$ cat config.mk
export PLATFORM = sky130hd
export DESIGN_NAME = mips_multicycle_ctrl
export DESIGN_NICKNAME = d
export VERILOG_FILES = /design/src/rtl/mips_multicycle_ctrl.sv
export SDC_FILE = /design/constraint.sdc
export NUM_CORES = 1
export LEC_CHECK = 0
export ABC_CLOCK_PERIOD_IN_PS = 2100
export BUFFER_PORTS_ARGS = -buffer_cell sky130_fd_sc_hd__buf_2
export CAP_MARGIN = 20
export CORE_ASPECT_RATIO = 1.75
export CORE_MARGIN = 5
export CORE_UTILIZATION = 35
export DETAILED_ROUTE_END_ITERATION = 12
export PLACE_DENSITY_LB_ADDON = 0.08
export SYNTH_ARGS = -nofsm -noshare
export SYNTH_HDL_FRONTEND = slang
export SYNTH_SLANG_ARGS = --single-unit
$ cat constraint.sdc
create_clock -name clk -period 2.1 [get_ports clk]
set_input_delay 0.21 -clock clk [delete_from_list [all_inputs] [get_ports clk]]
set_output_delay 0.21 -clock clk [all_outputs]
set_load 0.03 [all_outputs]
$ cat src/rtl/mips_multicycle_ctrl.sv
// Multicycle MIPS control unit for add/sub/addi/lw/sw/beq/bne with a configurable
// number of memory wait cycles. Outputs are registered except the branch pc_write.
module mips_multicycle_ctrl #(
  parameter int unsigned MEM_WAIT = 0
) (
  input  logic       clk,
  input  logic       rst_n,
  input  logic       start,
  input  logic       halt_req,
  input  logic [5:0] opcode,
  input  logic [5:0] funct,
  input  logic       zero,
  output logic       pc_write,
  output logic       i_or_d,
  output logic       mem_read,
  output logic       mem_write,
  output logic       ir_write,
  output logic       mem_to_reg,
  output logic       reg_dst,
  output logic       reg_write,
  output logic       alu_src_a,
  output logic [1:0] alu_src_b,
  output logic [1:0] alu_ctrl,
  output logic       pc_src,
  output logic       busy,
  output logic       instr_done,
  output logic       illegal
);

  typedef enum logic [3:0] {
    S_IDLE, S_FETCH, S_DECODE, S_EXEC_R, S_EXEC_ADDI, S_MEM_ADDR, S_MEM_RD,
    S_MEM_WB, S_MEM_WR, S_R_WB, S_ADDI_WB, S_BRANCH, S_ILLEGAL
  } state_t;

  localparam logic [2:0] LAST = 3'(MEM_WAIT);

  state_t     state, nxt;
  logic [2:0] cnt, cnt_nxt;
  logic       pc_write_q;
  logic       boundary_next;
  logic       stay_wait;

  always_comb begin
    nxt = state;
    boundary_next = 1'b0;
    unique case (state)
      S_IDLE:      if (start) nxt = S_FETCH;
      S_FETCH:     if (cnt == LAST) nxt = S_DECODE;
      S_DECODE: begin
        unique case (opcode)
          6'h00:        nxt = (funct == 6'h20 || funct == 6'h22) ? S_EXEC_R : S_ILLEGAL;
          6'h08:        nxt = S_EXEC_ADDI;
          6'h23, 6'h2B: nxt = S_MEM_ADDR;
          6'h04, 6'h05: nxt = S_BRANCH;
          default:      nxt = S_ILLEGAL;
        endcase
      end
      S_EXEC_R:    nxt = S_R_WB;
      S_EXEC_ADDI: nxt = S_ADDI_WB;
      S_MEM_ADDR:  nxt = (opcode == 6'h23) ? S_MEM_RD : S_MEM_WR;
      S_MEM_RD:    if (cnt == LAST) nxt = S_MEM_WB;
      S_MEM_WR:    if (cnt == LAST) boundary_next = 1'b1;
      S_R_WB, S_ADDI_WB, S_MEM_WB, S_BRANCH: boundary_next = 1'b1;
      S_ILLEGAL:   nxt = S_ILLEGAL;
      default:     nxt = S_IDLE;
    endcase
    // halt_req only matters once the current instruction has retired
    if (boundary_next) nxt = halt_req ? S_IDLE : S_FETCH;
  end

  // The counter advances only while a wait state repeats; any state change clears it
  always_comb begin
    stay_wait = (nxt == state) && (state == S_FETCH || state == S_MEM_RD || state == S_MEM_WR);
    if (stay_wait) cnt_nxt = (cnt == 3'd7) ? cnt : cnt + 3'd1;
    else           cnt_nxt = 3'd0;
  end

  always_ff @(posedge clk or negedge rst_n) begin
    if (!rst_n) begin
      state      <= S_IDLE;
      cnt        <= 3'd0;
      pc_write_q <= 1'b0;
      i_or_d     <= 1'b0;
      mem_read   <= 1'b0;
      mem_write  <= 1'b0;
      ir_write   <= 1'b0;
      mem_to_reg <= 1'b0;
      reg_dst    <= 1'b0;
      reg_write  <= 1'b0;
      alu_src_a  <= 1'b0;
      alu_src_b  <= 2'b00;
      alu_ctrl   <= 2'b00;
      pc_src     <= 1'b0;
      busy       <= 1'b0;
      instr_done <= 1'b0;
      illegal    <= 1'b0;
    end else begin
      state      <= nxt;
      cnt        <= cnt_nxt;
      pc_write_q <= 1'b0;
      i_or_d     <= 1'b0;
      mem_read   <= 1'b0;
      mem_write  <= 1'b0;
      ir_write   <= 1'b0;
      mem_to_reg <= 1'b0;
      reg_dst    <= 1'b0;
      reg_write  <= 1'b0;
      alu_src_a  <= 1'b0;
      alu_src_b  <= 2'b00;
      alu_ctrl   <= 2'b00;
      pc_src     <= 1'b0;
      instr_done <= 1'b0;
      illegal    <= 1'b0;
      busy       <= (nxt != S_IDLE) && (nxt != S_ILLEGAL);
      unique case (nxt)
        S_FETCH: begin
          mem_read  <= 1'b1;
          alu_src_b <= 2'b01;
          if (cnt_nxt == LAST) begin
            ir_write   <= 1'b1;
            pc_write_q <= 1'b1;
          end
        end
        S_DECODE:    alu_src_b <= 2'b11;
        S_EXEC_R: begin
          alu_src_a <= 1'b1;
          alu_ctrl  <= (funct == 6'h22) ? 2'b01 : 2'b00;
        end
        S_EXEC_ADDI, S_MEM_ADDR: begin
          alu_src_a <= 1'b1;
          alu_src_b <= 2'b10;
        end
        S_MEM_RD: begin
          mem_read <= 1'b1;
          i_or_d   <= 1'b1;
        end
        S_MEM_WR: begin
          i_or_d <= 1'b1;
          if (cnt_nxt == LAST) begin
            mem_write  <= 1'b1;
            instr_done <= 1'b1;
          end
        end
        S_MEM_WB: begin
          reg_write  <= 1'b1;
          mem_to_reg <= 1'b1;
          instr_done <= 1'b1;
        end
        S_R_WB: begin
          reg_write  <= 1'b1;
          reg_dst    <= 1'b1;
          instr_done <= 1'b1;
        end
        S_ADDI_WB: begin
          reg_write  <= 1'b1;
          instr_done <= 1'b1;
        end
        S_BRANCH: begin
          alu_src_a  <= 1'b1;
          alu_ctrl   <= 2'b01;
          pc_src     <= 1'b1;
          instr_done <= 1'b1;
        end
        S_ILLEGAL:   illegal <= 1'b1;
        default:     ;
      endcase
    end
  end

  // Branch decision needs the live zero flag, so this strobe is combinational in BRANCH
  assign pc_write = pc_write_q |
                    ((state == S_BRANCH) && ((opcode == 6'h05) ? ~zero : zero));

endmodule

* After elaboration in Yosys (flattened, before gate mapping)
Index checks and enable logic that the tools add are counted.
** Word-level totals
- Word-level logic and storage cells :: 103
- Input port bits :: 17
- Output and inout port bits :: 17
- Register bits :: 23
** Cells by class
- Equal/unequal tests :: 34
- Bitwise gates (word level) :: 2
- Reduce and logical (&&, ||, !) cells :: 21
- Mux-type cells :: 29
- Add/subtract/negate cells :: 1
** Operators by type and width (count)
- $eq A4 B4 Y1 const B :: 10
- $pmux W4 S9 :: 1
- $eq A4 B3 Y1 const B :: 8
- $eq A6 B6 Y1 const B :: 4
- $mux W4 :: 6
- $eq A4 B2 Y1 const B :: 4
- $pmux W4 S4 :: 1
- $mux W1 :: 15
- $eq A6 B3 Y1 const B :: 2
- $reduce_or A4 Y1 :: 3
- $reduce_or A2 Y1 :: 5
- $eq A4 B1 Y1 const B :: 2
- $eq A6 B4 Y1 const B :: 1
- $logic_not A3 Y1 :: 2
- $logic_not A6 Y1 :: 1
- $mux W3 :: 2
- $pmux W1 S2 :: 3
- $pmux W2 S3 :: 1
- $reduce_or A5 Y1 :: 1
- $eq A4 B4 Y1 :: 1
- $logic_not A4 Y1 :: 1
- $ne A4 B4 Y1 const B :: 1
- $reduce_bool A4 Y1 :: 1
- $add A3 B1 Y3 const B :: 1
- 6 further kinds :: 10

* Depth between registers and ports, before layout
- Depth after elaboration :: 12
- Gate-level depth with buffers :: 10

* Least setup slack after synthesis
Ideal clock, no wire load.
- Kind :: reg2reg
- Start :: register cnt[0]
- End :: register instr_done
- Setup slack :: -0.104 ns
- Arrival time :: 2.085 ns
- Period minus slack after synthesis :: 2.204 ns
- Setup time :: 0.120 ns
- Data required time :: 1.980 ns
- Cell stages (with the launch flop) :: 9
- Cells stage by stage :: dfrtp_1 inv_1 ha_1 or3b_1 a21o_1 nand3_1 o41ai_1 or4_1 a31o_1
** Between the ends
- Cells in the longest elaborated chain, start to end :: 10
- Elaborated cells on any way between the ends :: 22
- Classes of those cells :: add/sub (1); eq/ne (7); mux (10); reduce/logical (4)
** RTL lines
- start: declaration :: RTL line 38 : logic [2:0] cnt, cnt_nxt;
- start signal: assignment :: RTL line 99 : cnt <= cnt_nxt;
- $logic_not A3 Y1 :: RTL line 48, 61, 62
- $mux W4 (tied with other cells) :: RTL line 61 : S_MEM_RD: if (cnt == LAST) nxt = S_MEM_WB;
- $pmux W4 S9 or $pmux W1 S2 (tied branches) :: RTL line 46 : unique case (state)
- $mux W4 :: RTL line 68 : if (boundary_next) nxt = halt_req ? S_IDLE : S_FETCH;
- $eq A4 B4 Y1 :: RTL line 73 : stay_wait = (nxt == state) && (state == S_FETCH || state == S_MEM_RD || state == S_MEM_WR);
- $logic_and A1 B1 Y1 :: RTL line 73
- $mux W3 :: RTL line 74 : if (stay_wait) cnt_nxt = (cnt == 3'd7) ? cnt : cnt + 3'd1;
- $logic_not A3 Y1 :: RTL line 139 : if (cnt_nxt == LAST) begin
- $mux W1 :: RTL line 139
- $pmux W1 S2 (*) :: RTL line 115 : unique case (nxt)
- end signal: assignment :: RTL line 112 : instr_done <= 1'b0;
- end signal: assignment :: RTL line 141 : instr_done <= 1'b1;
- end signal: assignment :: RTL line 147 : instr_done <= 1'b1;
- end: declaration :: RTL line 26 : output logic instr_done,
Mark *: on every way between the ends. The rest lies on a longest branch, timed or not.

* Worst setup path in the final report
Ends and elaborated chain as after synthesis.

==> results.ini <==
[status]
run_status = finished, violations left
failed_checks = setup timing

[routing]
drc_errors = 0
drt-wirelength-per-cell_um = 16.2
via_per_inst = 5.42
detail-route-antenna-nets = 0
detail_route.first_pass.iterations = 4
drt-initial-drc-count = 31
vias = 1578
totalWireLength_mm = 4.71

[synthesis]
post_synth_instance_area_um2 = 1450
synthTopCellsByArea = dfrtp_1, nor2_1, nand2_1
area_leader_netlist = dfrtp_1
synth-edff-count = 0
synth-main-ff-cell = dfrtp_1
synth_top_cells_by_count = dfrtp_1, nor2_1, nand2_1
yosysWarningCount = 0
postSynth.asyncResetShare_pct = 100
synth.net_count = 188
yosys.cell_types.count = 56
seq_total_area_yosys_pct = 37.9
post_synth_inst_count = 169
synth_most_common_cell = dfrtp_1
post_synth_top_area_share_pct = 37.9
postSynthRegisterBits = 22
syn_area_per_cell_um2 = 8.59

[clocking]
cts-buffers-inserted = 3
clock_tree.root_cell = clkbuf_8
cts.path.max_buffers = 2
clock_tree.htree_level_count = 1
worst_setup_hold_path_clk_slew_ps = 80
cts_sinks = 22
worstSkewPairLatency_ps = 260
cts_tree = built

[setup_path]
critPathBufInv = 3
critPathLaunchType = register
worst_path_max_delay_cell = or4_4
worst_setup_path_end_kind = register
cp_data_required_time_ps = 2260
critPathArrivalTime_ps = 2320
critical-path-top-delay-family = simple AND/OR/NAND/NOR gates
worst-path-max-fanout = 4
crit_path_cell_trace = inv_2 -> ha_4 -> or3b_4 -> buf_4 -> buf_4 -> a21oi_1 -> a21oi_2 -> a21oi_2 -> or4_4 -> a31o_1
slowest_delay_ps = 560
path_class = reg2reg

[sta]
hold_violations = 0
hold_slack_ps = 186
final.period_utilization_pct = 103
fmax_mhz = 463
setup_ws_ps = -59.4
report.final.setup_viol = 3
clock_skew_ps = 3.20
time_the_worst_path_needs_with_i_o_delays_and_setup_ps = 2160
timing.final.max_slew_violations = 0
setup_repair_after_global_routing_missed_its_margin = yes

[floorplanning]
fp.dieArea_um2 = 5590
io_pins = 34
fp.dieH_um = 95.2
starting_density_of_the_core_pct = 35.6
die-width_um = 58.7
placeableCoreArea_um2 = 4070
row_count = 31

[placed_design]
place_congestion = 0.848
place.detailed.hpwl_mm = 3.56
port_bufs = 32
placed_area_um2 = 1940
dp_cells = 281
place_worst_setup_slack_ps = -209

[global_route]
antenna_violations_before_repair = 0
global_route_wire_length_before_repair_mm = 7.82
grt_usage_pct = 18.1
first_global_vias = 1663
overflow_left_after_global_routing = 0
grt_start_max_net_pins = 23

[final_layout]
largest-register = state
stdcell_count = 291
final_net_count = 262
fillerInstances = 408
largestRegisters = state: 4 flops, cnt: 3 flops, alu_src_b: 2 flops
num_antenna_cells = 0
finalInstanceArea_um2 = 2180
final_layout_size_suffix_gt1_share_pct = 47.5
area_growth_syn_to_layout_pct = 50.3
largest_register_ff_count = 4

[flow_run]
max_cap_violations = 0

[hold_path]
worstHoldPathType = in2reg

[power]
ir_drop_mv = 0.995
total_power_uw = 3260
power.static_leakage_uw = 0.00108
pwr_density_cell_nw_per_um2 = 1490

==> worst paths after layout <==
kind | end | start | slack [ps] | depth (start not counted)
min | alu_ctrl[0] | funct[1] | 190 | 3
min in group asynchronous | mem_write | rst_n | 430 | 2
max in group asynchronous | state[2] | rst_n | 1310 | 2
max reg2reg | instr_done | cnt[0] | -60 | 10
max | instr_done | cnt[0] | -60 | 10
min reg2reg | cnt[1] | cnt[1] | 700 | 3
==> worst reg2reg max path, cell delays in order (launching register included) <==
cell     delay, ps
dfrtp_1        370
inv_2           60
ha_4           170
or3b_4         230
buf_4          120
buf_4          110
a21oi_1         70
a21oi_2        140
a21oi_2         60
or4_4          560
a31o_1         190
==> power breakdown <==
group          leakage [uW]  total [uW]  switching, uW  internal (uW)
Sequential         0.000292         611           65.2            546
Clock             0.0000357         400            145            255
Combinational      0.000750        2250           1190           1060
==> cell families after synthesis <==
family                     Yosys count  synth area share, %
and+or+nand+nor                     78                 30.0
AOI/OAI and AO/OA                   47                 23.0
DFF                                 22                 37.9
buffers and inverters               15                 4.57
xor gates and xnor gates             3                 1.81
adders and majority gates            2                 1.72
other                                1                0.258
muxes                                1                0.690
==> metrics by stage <==
step | utilization [%] | setup TNS [ps]
CTS | 52.0 | -271
global placement | 47.6 | -587
floorplan | - | -182
global route | 53.6 | -681
finish | 53.6 | -121
detailed placement | 47.6 | -717
==> routing by layer <==
metal	GRT usage, %	wire length (um)	up-vias
met3	1.90	160	15
li1	-	-	772
met2	32.3	2550	49
met5	0	0	-
met4	8.51	184	0
met1	21.2	1810	742
==> cells in the final DEF, fill, tap and decap left out, types with 3 or more instances in the layout <==
| cell | n |
|---|---|
| a211oi_1 | 3 |
| a21oi_1 | 9 |
| a31oi_1 | 5 |
| buf_2 | 32 |
| buf_4 | 46 |
| clkbuf_8 | 3 |
| dfrtp_1 | 20 |
| inv_1 | 3 |
| nand2_1 | 15 |
| nand2b_1 | 4 |
| nand3_1 | 6 |
| nor2_1 | 15 |
| nor2_2 | 3 |
| nor2b_1 | 3 |
| nor3_1 | 5 |
| o211a_1 | 3 |
| o21ai_0 | 3 |
==> final cells by class <==
cell class	count	area (um2)	area share, %
Clock inverter	1	30.0	1.38
Timing Repair Buffer	79	515	23.6
Sequential cell	22	553	25.3
Tap cell	49	61.3	2.81
Multi-Input combinational cell	132	962	44.1
Clock buffer	3	41.3	1.89
Inverter	5	18.8	0.860
==> what timing repair did <==
item	CTS	global route
pin swaps	8	3
resized for setup	13	17
setup endpoints to repair	10	13
hold buffers	1	0
hold endpoints to repair	22	0
setup buffers	5	0
(Power assumes the default switching activity.)
